[src/rtl/mem_arbiter.sv]
// Arbitrates the main-memory word port between I-cache refills and D-cache refills/write-backs.
// Optional macro ARB_RR_EN: round-robin tie-break instead of fixed D-over-I priority.
module mem_arbiter #(
  parameter int LINE_WORDS = 8
) (
  input  logic                          clk_i,
  input  logic                          rst_ni,
  input  logic                          ic_req_i,
  input  logic [31:0]                   ic_addr_i,
  output logic                          ic_rvalid_o,
  output logic                          ic_done_o,
  input  logic                          dc_req_i,
  input  logic                          dc_we_i,
  input  logic [31:0]                   dc_addr_i,
  input  logic [31:0]                   dc_wdata_i,
  output logic                          dc_wready_o,
  output logic                          dc_rvalid_o,
  output logic                          dc_done_o,
  output logic [31:0]                   rdata_o,
  output logic [$clog2(LINE_WORDS)-1:0] beat_o,
  output logic                          busy_o,
  output logic                          mem_req_o,
  output logic                          mem_we_o,
  output logic [31:0]                   mem_addr_o,
  output logic [31:0]                   mem_wdata_o,
  input  logic                          mem_ready_i,
  input  logic [31:0]                   mem_rdata_i,
  output logic [1:0]                    state_o
);

  localparam int BEAT_W   = $clog2(LINE_WORDS);
  localparam int OFFSET_W = BEAT_W + 2;
  localparam logic [BEAT_W-1:0] LAST_BEAT = BEAT_W'(LINE_WORDS - 1);

  typedef enum logic [1:0] {IDLE, GRANT_I, GRANT_D, DONE} state_t;

  // Memory handshake: a beat transfers in any GRANT cycle where mem_req_o and
  // mem_ready_i are both high; every output holds steady while ready is low.

  state_t                 state_q, state_d;
  logic [BEAT_W-1:0]      beat_q;
  logic [31:OFFSET_W]     base_q;
  logic                   we_q;
  logic                   gnt_d_q;
  logic                   pick_d;
  logic                   grant_now;
  logic                   in_grant;
  logic                   unused_addr_bits;

  assign unused_addr_bits = ^{ic_addr_i[OFFSET_W-1:0], dc_addr_i[OFFSET_W-1:0]};
  assign grant_now = (state_q == IDLE) && (dc_req_i || ic_req_i);
  assign in_grant  = (state_q == GRANT_I) || (state_q == GRANT_D);

`ifdef ARB_RR_EN
  logic last_d_q;

  // A tie goes to whichever side was not granted last; reset value means I.
  assign pick_d = dc_req_i && (!ic_req_i || !last_d_q);

  always_ff @(posedge clk_i or negedge rst_ni) begin
    if (!rst_ni) begin
      last_d_q <= 1'b0;
    end else if (grant_now) begin
      last_d_q <= pick_d;
    end
  end
`else
  assign pick_d = dc_req_i;
`endif

  always_ff @(posedge clk_i or negedge rst_ni) begin
    if (!rst_ni) begin
      state_q <= IDLE;
    end else begin
      state_q <= state_d;
    end
  end

  always_comb begin
    state_d = state_q;
    case (state_q)
      IDLE:             if (grant_now) state_d = pick_d ? GRANT_D : GRANT_I;
      GRANT_I, GRANT_D: if (mem_ready_i && beat_q == LAST_BEAT) state_d = DONE;
      DONE:             state_d = IDLE;
      default:          state_d = IDLE;
    endcase
  end

  // Line base, direction and owner are frozen at grant; later input changes are ignored.
  always_ff @(posedge clk_i or negedge rst_ni) begin
    if (!rst_ni) begin
      beat_q  <= '0;
      base_q  <= '0;
      we_q    <= 1'b0;
      gnt_d_q <= 1'b0;
    end else begin
      if (grant_now) begin
        base_q  <= pick_d ? dc_addr_i[31:OFFSET_W] : ic_addr_i[31:OFFSET_W];
        we_q    <= pick_d && dc_we_i;
        gnt_d_q <= pick_d;
      end
      if (in_grant && mem_ready_i) begin
        beat_q <= beat_q + BEAT_W'(1);
      end
    end
  end

  always_comb begin
    mem_req_o   = in_grant;
    mem_we_o    = in_grant && we_q;
    mem_addr_o  = in_grant ? {base_q, beat_q, 2'b00} : 32'h0;
    mem_wdata_o = (state_q == GRANT_D && we_q) ? dc_wdata_i : 32'h0;
    rdata_o     = in_grant ? mem_rdata_i : 32'h0;
    ic_rvalid_o = (state_q == GRANT_I) && mem_ready_i;
    dc_rvalid_o = (state_q == GRANT_D) && !we_q && mem_ready_i;
    dc_wready_o = (state_q == GRANT_D) && we_q && mem_ready_i;
    ic_done_o   = (state_q == DONE) && !gnt_d_q;
    dc_done_o   = (state_q == DONE) && gnt_d_q;
    busy_o      = (state_q != IDLE);
  end

  assign beat_o  = beat_q;
  assign state_o = state_q;

endmodule
[config.mk]
export PLATFORM = sky130hd
export DESIGN_NAME = mem_arbiter
export DESIGN_NICKNAME = d
export VERILOG_FILES = /design/src/rtl/mem_arbiter.sv
export SDC_FILE = /design/constraint.sdc
export NUM_CORES = 1
export LEC_CHECK = 0
export CORE_AREA = 2 2 95 97
export CTS_CLUSTER_SIZE = 8
export DETAILED_ROUTE_END_ITERATION = 6
export DIE_AREA = 0 0 97 99
export HOLD_SLACK_MARGIN = 0.02
export PLACE_DENSITY = 0.8
export SLEW_MARGIN = 10
export SYNTH_ARGS = -nofsm -noshare
export SYNTH_HDL_FRONTEND = slang
export SYNTH_SLANG_ARGS = --single-unit
[constraint.sdc]
create_clock -name clk_i -period 3.3 [get_ports clk_i]
set_input_delay 0.66 -clock clk_i [delete_from_list [all_inputs] [get_ports clk_i]]
set_output_delay 0.66 -clock clk_i [all_outputs]
set_load 0.02 [all_outputs]
==> results.md, run 1 <==
* Max H-tree Level at 2
* Core Region at 8551 µm²
* CTS Hold Bufs at 0
* Top area cells in the synthesized netlist: dfrtp_1 36%, and2_1 17%, mux2i_1 13%, and3_1 8.8%, nand2_1 5.7%
* Std-Cell Rows at 34
* EDFF count, synth at 0
* Mapped cell area at 2359 µm²
* Top cell type's share of synthesized area at 0.3607
* Via density at 4.423
* LEAKAGE at 2.132 nW
* Tot Pwr at 4.260 mW
* Drt first pass iters at 4
* HPWL Detailed at 7011 µm
* Top cell types by occurrence after synthesis: 65 x and2_1, 36 x nand2_1, 34 x dfrtp_1
* Worst VDD drop at 0.3528 mV
* Post-CTS Setup Inserts at 0
* Register area at 850.8 µm²
* DRT antenna net count at 0
* Fin crit period at 2.916 ns
* CTS Root Cell: clkbuf_8
* First-pass GRT wire length at 13,650 µm
* Post-synth top area cell: dfrtp_1
* Largest net degree at the start of global routing at 51
* Max FO, Critical Path at 50
* Share of cells above drive strength 1 at 0.03878
* Routed wire length at 8802 µm
* Num CTS Buffers at 5
* TNS Setup at 0 ns
* Count leader, synth: and2_1
* Clock Skew at 0.008919 ns
* Clock Latency Late Sink at 0.28 ns
* Worst-Margin Slew at 0.7828 ns
* Synth Register Bits at 34
* CTS resizes at 0
* Synth Instances at 271
* Io pins at 243
* Unrepaired setup endpoints after global routing: false
* Top_reg_cell synth: dfrtp_1
* Area occupied by multi-input gates at 1358 µm²
* Max_slew headroom at 0.4782
* Worst-case clock buffer depth at 2
* Reg2reg start: state_o[0]
* Req. time, crit path at 2.64 ns
* Die area at 9603 µm²
* Yosys warns at 0
* Setup-failing EPs final at 0
* Count of maximum capacitance violations at 0
* Sink Count at 34
* GR Util All Layers at 0.1752
* Mapped Avg Cell Area at 8.703 µm²
* Final Wtd Congestion at 0.8045
* Total gr overflow at 0
* Residual DRC at 0
* Diode count at 0
* CTS tree: yes
* DIE WIDTH at 97 µm
* PwrDens at 893.4 nW/µm²
* Chip height at 99 µm
* Critical path launch point: state_o[0]
* Crit start category: flip-flop
* IO buf count at 230
* Final hold vios at 0
* WP data arrival at 2.26 ns
* Synth-to-Final Area Change at 102.2%
* Synth cell types at 22
* Initial antenna violation count at 0
* Via count at 2,645
* Critical path class: reg2out
* CTS clk-pin slew, worst paths at 0.07 ns
* Fmax at 0.3429 GHz
* Post-synth ARST share at 1.000
* Status: completed
* Crit. End Element: output pin
* Seq/Total Area, Yosys at 0.3607
* Fin crit share at 0.8836
* Starting DRC count in detailed routing at 66
* Vias in the first global route at 2,675
* Initial Util at 0.2758
* # fillers at 768
* Hold crit path type: in2async
* Final slew viol count at 0
* Final nets at 631
* Avg WL per Cell at 14.72 µm
==> path summary, 6_finish.rpt <==
kind	to	cells after the start	slack [ns]
min in group clk_i	base_q[7]	2	0.47
setup / recovery	mem_addr_o[31]	5	0.38
hold reg to reg	base_q[7]	2	0.47
max in group asynchronous	state_o[1]	1	2.34
setup reg to reg	base_q[10]	5	1.63
hold / removal	base_q[9]	1	0.45
==> cell type report <==
class	count	area share
clock buffer	5	0.01443
timing repair buffer	236	0.4896
inverter	3	0.002362
multi-input combinational	210	0.2847
sequential	34	0.1784
tap	108	0.02834
clock inverter	2	0.002099
==> metal layers <==
metal  share of wire  vias to the layer above  global-route usage
met5               0                        -                   0
met1            0.41                     1180              0.2099
li1                -                     1325                   -
met4           0.011                        0             0.04009
met3           0.068                       10             0.04184
met2            0.51                      130              0.3184
==> where the power goes <==
| part | leakage (nW) | internal, mW | switching, mW |
|---|---|---|---|
| registers | 0.417 | 0.626 | 0.160 |
| clock network | 0.0438 | 0.141 | 0.144 |
| logic | 1.67 | 1.55 | 1.64 |
| total | 2.13 | 2.31 | 1.95 |
==> stage by stage <==
step / cells / utilization / hold WS (ns) / cell area [µm²] / setup slack (ns)
3_5_place_dp: 591 / 0.5484 / 0.4625 / 4690 / 0.6460
6_report: 598 / 0.5577 / 0.4515 / 4768 / 0.3840
4_1_cts: 598 / 0.5577 / 0.4768 / 4768 / 0.3557
5_1_grt: 598 / 0.5577 / 0.5053 / 4768 / 0.1975
3_3_place_gp: 591 / 0.5484 / 0.4532 / 4690 / 0.6363
2_1_floorplan: 272 / - / 0.3644 / 2362 / 0.9291
==> logic make-up (layout without fill, tap and decap cells) <==
logic type / count (synthesis) / count (layout) / synth area share
muxes: 32 / 32 / 0.1369
AOI/OAI and AO/OA: 30 / 30 / 0.06632
buffers and inverters: 28 / 246 / 0.06843
other: 1 / 2 / 0.001590
DFF: 34 / 34 / 0.3607
xor gates and xnor gates: 1 / 1 / 0.003714
and+or+nand+nor: 138 / 138 / 0.3252
adders and majority gates: 7 / 7 / 0.03713
==> registers in the layout (all words and copies together), names as in the netlist <==
name     flops
gnt_d_q      1
state_o      2
we_q         1
base_q      27
beat_o       3
==> cells in the final DEF (no fill, tap or decap), types with 3 or more instances in the layout <==
cell               n
nand2_1           36
o21ai_1           12
inv_1              3
ha_1               7
and3_1            33
mux2i_1           30
clkdlybuf4s50_1  227
buf_4              7
and2_1            65
o21ai_0           16
clkbuf_8           5
dfrtp_1           34
==> critical path, cell delays in order, from the launching register on <==
cell and delay [ns]:
dfrtp_1 0.39, inv_1 0.11, ha_1 0.31, buf_4 0.33
and2_1 0.19, clkdlybuf4s50_1 0.62
(Power assumes the default switching activity.)
==> run 2: changes to the inputs <==
Settings changed: CTS_BUF_LIST from default to sky130_fd_sc_hd__clkbuf_4 sky130_fd_sc_hd__clkbuf_8, PLACE_DENSITY 0.8 to 0.74.
==> results.md, run 2 (synthesis results as in run 1) <==
* Max H-tree Level at 2 (unchanged)
* DRT antenna net count at 0 (unchanged)
* Clock Latency Late Sink at 0.28 ns (about the same)
* Unrepaired setup endpoints after global routing: false
* GR peak layer: met2
* IO buf count at 230 (unchanged)
* Worst-Margin Slew at 0.7660 ns (-0.01673 ns)
* Met1 usage in global routing at 0.2033 (-0.006684)
* Via density at 4.431 (+0.17%)
* Die area at 9603 µm² (unchanged)
* Final nets at 631 (unchanged)
* Initial antenna violation count at 0 (unchanged)
* Chip height at 99 µm (unchanged)
* Avg WL per Cell at 14.57 µm (-0.98%)
* LEAKAGE at 2.147 nW (+0.68%)
* Routed wire length at 8730 µm (-0.82%)
* Post-CTS Setup Inserts at 0 (unchanged)
* PwrDens at 897.1 nW/µm² (+0.42%)
* Post-Route Utilization at 0.5610 (+0.003365)
* DIE WIDTH at 97 µm (unchanged)
* Status: completed
* Diode count at 0 (unchanged)
* Worst-case clock buffer depth at 2 (unchanged)
* Register with the most flip-flops: base_q
* Crit-path cells: inv_1 > ha_1 > buf_4 > and2_1 > clkdlybuf4s50_1
* Num CTS Buffers at 5 (unchanged)
* Starting DRC count in detailed routing at 66 (unchanged)
* Final Wtd Congestion at 0.8348 (+3.8%)
* Io pins at 243 (unchanged)
* GR Util All Layers at 0.1731 (-0.002144)
* R2R cell count at 5 (unchanged)
* CTS Hold Bufs at 0 (unchanged)
* Count of maximum capacitance violations at 0 (unchanged)
* Max FFs per register at 27 (unchanged)
* CTS clk-pin slew, worst paths at 0.07 ns (about the same)
* Sink Count at 34 (unchanged)
* Slowest-stage cell, CP: clkdlybuf4s50_1
* Crit path largest cell delay at 0.61 ns (about the same)
* Reg2reg start: state_o[0]
* RR Endpoint: beat_o[2]
* Final slew viol count at 0 (unchanged)
* Core Region at 8551 µm² (unchanged)
* HPWL Detailed at 7040 µm (+0.41%)
* Largest net degree at the start of global routing at 47 (-7.8%)
* Via count at 2,654 (+0.34%)
* Vias in the first global route at 2,661 (-0.52%)
* Most frequent cells in the layout: 227 x clkdlybuf4s50_1, 65 x and2_1, 36 x nand2_1
* Max FO, Critical Path at 46 (-8.0%)
* Residual DRC at 0 (unchanged)
* Post-route non-filler standard cell count at 599 (+0.17%)
* Most common cell after layout, fill and taps aside: clkdlybuf4s50_1
* Final hold vios at 0 (unchanged)
* CTS resizes at 0 (unchanged)
* Total gr overflow at 0 (unchanged)
* Cell count after placement at 591 (unchanged)
* WP data arrival at 2.26 ns (about the same)
* Buf/Inv on CP at 3 (unchanged)
* Hold crit path type: in2async
* CP delay by family, top: buffers and inverters
* Std-Cell Rows at 34 (unchanged)
* CTS Root Cell: clkbuf_8
* Drt first pass iters at 4 (unchanged)
* Clock Skew at 0.005769 ns (-0.003150 ns)
* TNS Setup at 0 ns (unchanged)
* Place WS at 0.5984 ns (-0.04758 ns)
* Fin crit share at 0.8842 (about the same)
* First-pass GRT wire length at 13,570 µm (-0.56%)
* Max_slew headroom at 0.4893 (+0.01115)
* Initial Util at 0.2758 (unchanged)
* Crit start category: flip-flop
* Setup-failing EPs final at 0 (unchanged)
* Worst VDD drop at 0.3699 mV (+4.8%)
* Fin crit period at 2.918 ns (+0.001932 ns)
* Share of cells above drive strength 1 at 0.04073 (+0.001958)
* Synth-to-Final Area Change at 103.4%
* Final worst slack at 0.3821 ns (-0.001932 ns)
* Met2 usage in global routing at 0.3253 (+0.006944)
* Req. time, crit path at 2.64 ns (about the same)
* GR Util met3 at 0.04043 (-0.001418)
* Fmax at 0.3427 GHz (about the same)
* CTS tree: yes
* Minimum hold slack at 0.4569 ns (+0.005324 ns)
* Flop2flop setup slack at 1.53 ns (-0.10 ns)
* Crit. End Element: output pin
* Critical path class: reg2out
run 2: cell types whose count changed in the layout (fill, tap and decap cells not counted):
cell      before  now
clkbuf_4       0    1
buf_4          7    6
buf_12         0    1
clkinv_2       2    1
clkbuf_8       5    6
run 2: power breakdown:
group	internal, mW	leakage, nW	switching (mW)
Clock	0.176	0.0517	0.143
Sequential	0.627	0.417	0.116
Combinational	1.56	1.68	1.68
run 2: worst register-to-register path: stages (launching register included):
cell and delay, ns:
dfrtp_1 0.40, inv_1 0.11, ha_1 0.31, buf_4 0.33, nand2_1 0.20, mux2_2 0.30
run 2: worst max path at each step:
stage / from / to / slack, ns / cells past startpoint
after detailed placement: mem_ready_i / dc_rvalid_o / 0.60 / 4
after floorplan: state_o[0] / mem_addr_o[10] / 0.93 / 5
after global routing: state_o[0] / mem_addr_o[24] / 0.24 / 5
after global placement: mem_ready_i / dc_rvalid_o / 0.60 / 4
after CTS: state_o[0] / mem_addr_o[31] / 0.34 / 5
final: state_o[0] / mem_addr_o[7] / 0.38 / 5
run 2: layout make-up:
cell class / count / area [µm²]
Clock buffer: 7 / 90.09
Clock inverter: 1 / 5.005
Fill cell: 769 / 3754
Inverter: 3 / 11.26
Multi-Input combinational cell: 210 / 1358
Sequential cell: 34 / 850.8
Tap cell: 108 / 135.1
Timing Repair Buffer: 236 / 2347
run 2: per-stage QoR:
step,instance area [µm²],power [mW]
4_1_cts,4797,4.372
5_1_grt,4797,4.623
3_5_place_dp,4702,4.030
6_report,4797,4.304
3_3_place_gp,4702,3.983
2_1_floorplan,2362,2.507
run 2: metal layers:
metal  wire length [µm]  vias to the layer above
met1               3530                     1200
met5                  0                        -
met2               4537                      125
li1                   -                     1324
met3                623                        5
met4                 38                        0
==> run 3: changes to the inputs <==
Settings changed: SKIP_CTS_REPAIR_TIMING from default to 1.
==> results of run 3 <==
Same layout as run 2: the final DEF is identical, and so are final timing and power.
==> RTL edit 1: new RTL, flow settings as in run 2 <==
Build with the macro `ARB_RR_EN` defined.
--- a/src/rtl/mem_arbiter.sv
+++ b/src/rtl/mem_arbiter.sv
@@ -1,4 +1,6 @@
 // Arbitrates the main-memory word port between I-cache refills and D-cache refills/write-backs.
 // Optional macro ARB_RR_EN: round-robin tie-break instead of fixed D-over-I priority.
+`define ARB_RR_EN
+
 module mem_arbiter #(
   parameter int LINE_WORDS = 8
Behaviour: no difference found for any inputs over 10 cycles, from zero or initial values and one cycle with rst_ni low; that may be too few to reach the edited logic, so the function may still have changed.
==> RTL edit 1 against run 2 <==
Wire length is 0.48% higher; sequential cell count stayed put; cell area is 0.18% higher; area after synthesis is 1.1% lower; core utilization is 0.10 points higher; combinational power grew 11%; first-iteration DRC count increased by 24%; setup slack improved by 0.031 ns; total power grew 11%; synthesized cell count grew 10%; hold slack improved by 0.0020 ns; sequential power increased by 5.8%; count of clock-buffer cells in the layout down 1; critical path type unchanged.
==> RTL edit 1: results (changes against run 2) <==
Layout
  • Multi-Input Combinational: 235 (+12%)
  • Signal buffers: 237 (+0.42%)
  • Clk cell area share: 2.37% (+0.39 points)
  • Final net count: 656 (+4.0%)
  • Filler-free cell count of the finished design: 625 (+4.3%)
  • Number of clock buffers in the layout: 6 (-1)
  • Share of the final layout cell area in sequential cells: 17.7% (-0.032 points)

Pwr
  • Total power density per cell area: 997 mW/mm^2 (+11%)

Detailed routing
  • Detail-routed net length per standard cell: 14.0 um (-3.7%)
  • DRC violation total after the first TritonRoute iteration: 82 (+24%)
  • Number of vias per cell after detailed routing: 4.48 (+1.2%)

Critical path
  • RR Endpoint: base_q[16]
  • Arrival time at the worst endpoint: 2.23 ns (-0.03 ns)
  • Setup slack of the most critical reg-to-reg path: 1.26 ns (-0.27 ns)
  • CP Max Fanout: 19 (-59%)
  • Beginning of the worst register-to-register path: state_o[1]
  • Depth of the most critical reg-to-reg path: 6 (+1)

Place
  • Area after detailed placement: 0.00469 sq mm (-0.21%)
  • Placer congestion estimate: 0.773 (-7.5%)
  • Sum of net half-perimeters after detailed placement: 6.70 mm (-4.9%)
  • Placed insts: 617 (+4.4%)

Logic synthesis
  • Mean post-synth cell area: 7.83 sq um (-10%)
  • Mux contribution to synthesized area: 2.31% (-11 points)
  • Xor and xnor fraction of the mapped netlist area: 0.376% (+0.0042 points)
  • Compound-gate portion of the synthesized area: 14.6% (+8.0 points)

GRT
  • Global-route usage over all layers: 17.3% (+0.039 points)
  • Via count of the first global-routing pass: 2684 (+0.86%)

Timing
  • Final Hold Slack: 0.459 ns (+0.00197 ns)

Status
  • Run status: completed
[RTL edit 1: cell types whose count changed after synthesis, sizes merged, moves of 2 or more]
| cell | change |
|---|---|
| nand2 | -7 |
| a21oi | +56 |
| mux2i | -28 |
| o21ai | -28 |
| nor2 | +27 |
| buf | +2 |
[RTL edit 1: metal layers]
layer / vias up / track usage [%] / routed length, um
li1: 1412 / - / -
met1: 1269 / 21.6 / 3720
met4: 0 / 3.68 / 77
met3: 8 / 4.89 / 588
met2: 113 / 30.1 / 4390
met5: - / 0 / 0
[RTL edit 1: where the power goes]
part,internal (mW),switching (mW),leakage [nW]
Combinational,1.78,1.84,1.62
Sequential,0.631,0.155,0.383
Clock,0.234,0.155,0.0548
[RTL edit 1: logic make-up (layout without fill, tap and decap cells)]
group	Yosys count	after routing
flip-flops	34	34
buffers and inverters	30	248
XOR/XNOR	1	1
AO/OA/AOI/OAI	63	63
other	1	2
adder cells (fa/ha/maj)	6	6
AND/OR/NAND/NOR	158	158
multiplexers	5	5
==> RTL edit 2: new RTL, settings of run 2 <==
Without the edit above. `LINE_WORDS`: 8 -> 4.
--- a/src/rtl/mem_arbiter.sv
+++ b/src/rtl/mem_arbiter.sv
@@ -2,5 +2,5 @@
 // Optional macro ARB_RR_EN: round-robin tie-break instead of fixed D-over-I priority.
 module mem_arbiter #(
-  parameter int LINE_WORDS = 8
+  parameter int LINE_WORDS = 4
 ) (
   input  logic                          clk_i,
Interface: changed (resized beat_o); port bits go from 243 to 242. No check against the original RTL was run, so the function may have changed too.
==> RTL edit 2 against run 2 <==
Final cell count is the same; wire length shrank 6.1%; total power decreased by 2.3%; cell area shrank 0.23%; setup slack better by 0.031 ns; sequential cell count unchanged; area after synthesis about the same; critical path depth is the same; non-clock buffer count unchanged; hold slack got worse by 0.014 ns; via count increased by 0.11%; critical path type unchanged; critical endpoint is now mem_addr_o[20].
==> RTL edit 2: results (changes against run 2) <==
Place
  • Placer congestion estimate: 0.914 (+9.5%)
  • Worst slack at placement: 0.632 ns (+0.0337 ns)
  • Area after detailed placement: 0.00469 sq mm (-0.24%)
  • Sum of net half-perimeters after detailed placement: 6.68 mm (-5.1%)

Layout
  • Largest register FFs: 28 (+3.7%)
  • Final net count: 630 (-0.16%)
  • Fraction of layout instances using a drive strength above 1: 3.46% (-0.61 points)

Detailed routing
  • DRC violation total after the first TritonRoute iteration: 85 (+29%)
  • Drt total wl: 8.20 mm (-6.1%)

Logic synthesis
  • Post-synth top cells: sky130_fd_sc_hd__and2_1 (65), sky130_fd_sc_hd__nand2_1 (36), sky130_fd_sc_hd__dfrtp_1 (34)
  • Share of synthesized area occupied by flip-flops and latches: 36.1% (about the same)
  • Post-synthesis cell type count: 23 (+4.5%)

Critical path
  • Worst setup path end: mem_addr_o[20]
  • CP Max Fanout: 37 (-20%)
  • RR Endpoint: state_o[0]
  • CP delay by family, top: buffers and inverters

Timing
  • Post-route clock skew: 0.00674 ns (+0.000972 ns)
  • Time the worst path needs with I/O delays and setup: 2.89 ns (-0.0305 ns)
  • Tightest slew margin relative to the limit: 49.7% (+0.75 points)

GRT
  • Global-route usage over all layers: 16.8% (-0.47 points)
  • Number of antenna violations at the first check in global routing: 1 (+1)
  • First-pass GRT wire length: 13.3 mm (-1.9%)
  • Maximum number of pins on one net before global-route repair: 57 (+21%)
  • Via count of the first global-routing pass: 2650 (-0.41%)

Pwr
  • Peak supply drop: 0.387 mV (+4.7%)

Status
  • Run status: completed

Hold path
  • Min-Delay Path Class: input pin to async pin
==> RTL edit 2: per-layer routing <==
metal	global-route usage (%)	part of all wire [%]	vias up
met5	0	0.13	-
met1	19.6	38	1194
li1	-	-	1328
met3	4.68	8.1	9
met2	30.9	53	124
met4	3.79	0.98	2
==> RTL edit 2: per-stage QoR <==
stage / std cells / total power, mW / util [%] / hold slack (ns)
detailed placement: 591 / 3.93 / 54.9 / 0.462
global route: 599 / 4.52 / 56.0 / 0.505
finish: 599 / 4.21 / 56.0 / 0.442
floorplan: 272 / 2.47 / - / 0.364
CTS: 599 / 4.27 / 56.0 / 0.477
global placement: 591 / 3.89 / 54.9 / 0.454
==> RTL edit 2: kinds of logic (layout without fill, tap and decap cells) <==
kind of cell	count (synthesis)	after routing	synth area share, %
other	1	2	0.159
adder cells (fa/ha/maj)	6	6	3.18
XOR/XNOR	1	1	0.371
AND/OR/NAND/NOR	138	138	32.7
buffers and inverters	28	247	6.73
AO/OA/AOI/OAI	31	31	7.16
flip-flops	34	34	36.1
multiplexers	32	32	13.6
==> RTL edit 2: cell type report <==
| cell class | count | area [sq um] |
|---|---|---|
| inverters | 3 | 11.3 |
| flip-flops and latches | 34 | 851 |
| fillers | 792 | 3760 |
| clock buffers | 6 | 82.6 |
| repair buffers | 236 | 2340 |
| clock inverters | 2 | 12.5 |
| well taps | 108 | 135 |
| multi-input cells | 210 | 1350 |
==> RTL edit 2: report_power, final <==
part | switching [mW] | total, mW | leakage [nW] | internal (mW)
Sequential | 0.146 | 0.770 | 0.417 | 0.625
Clock | 0.152 | 0.320 | 0.0472 | 0.168
Combinational | 1.60 | 3.12 | 1.67 | 1.52
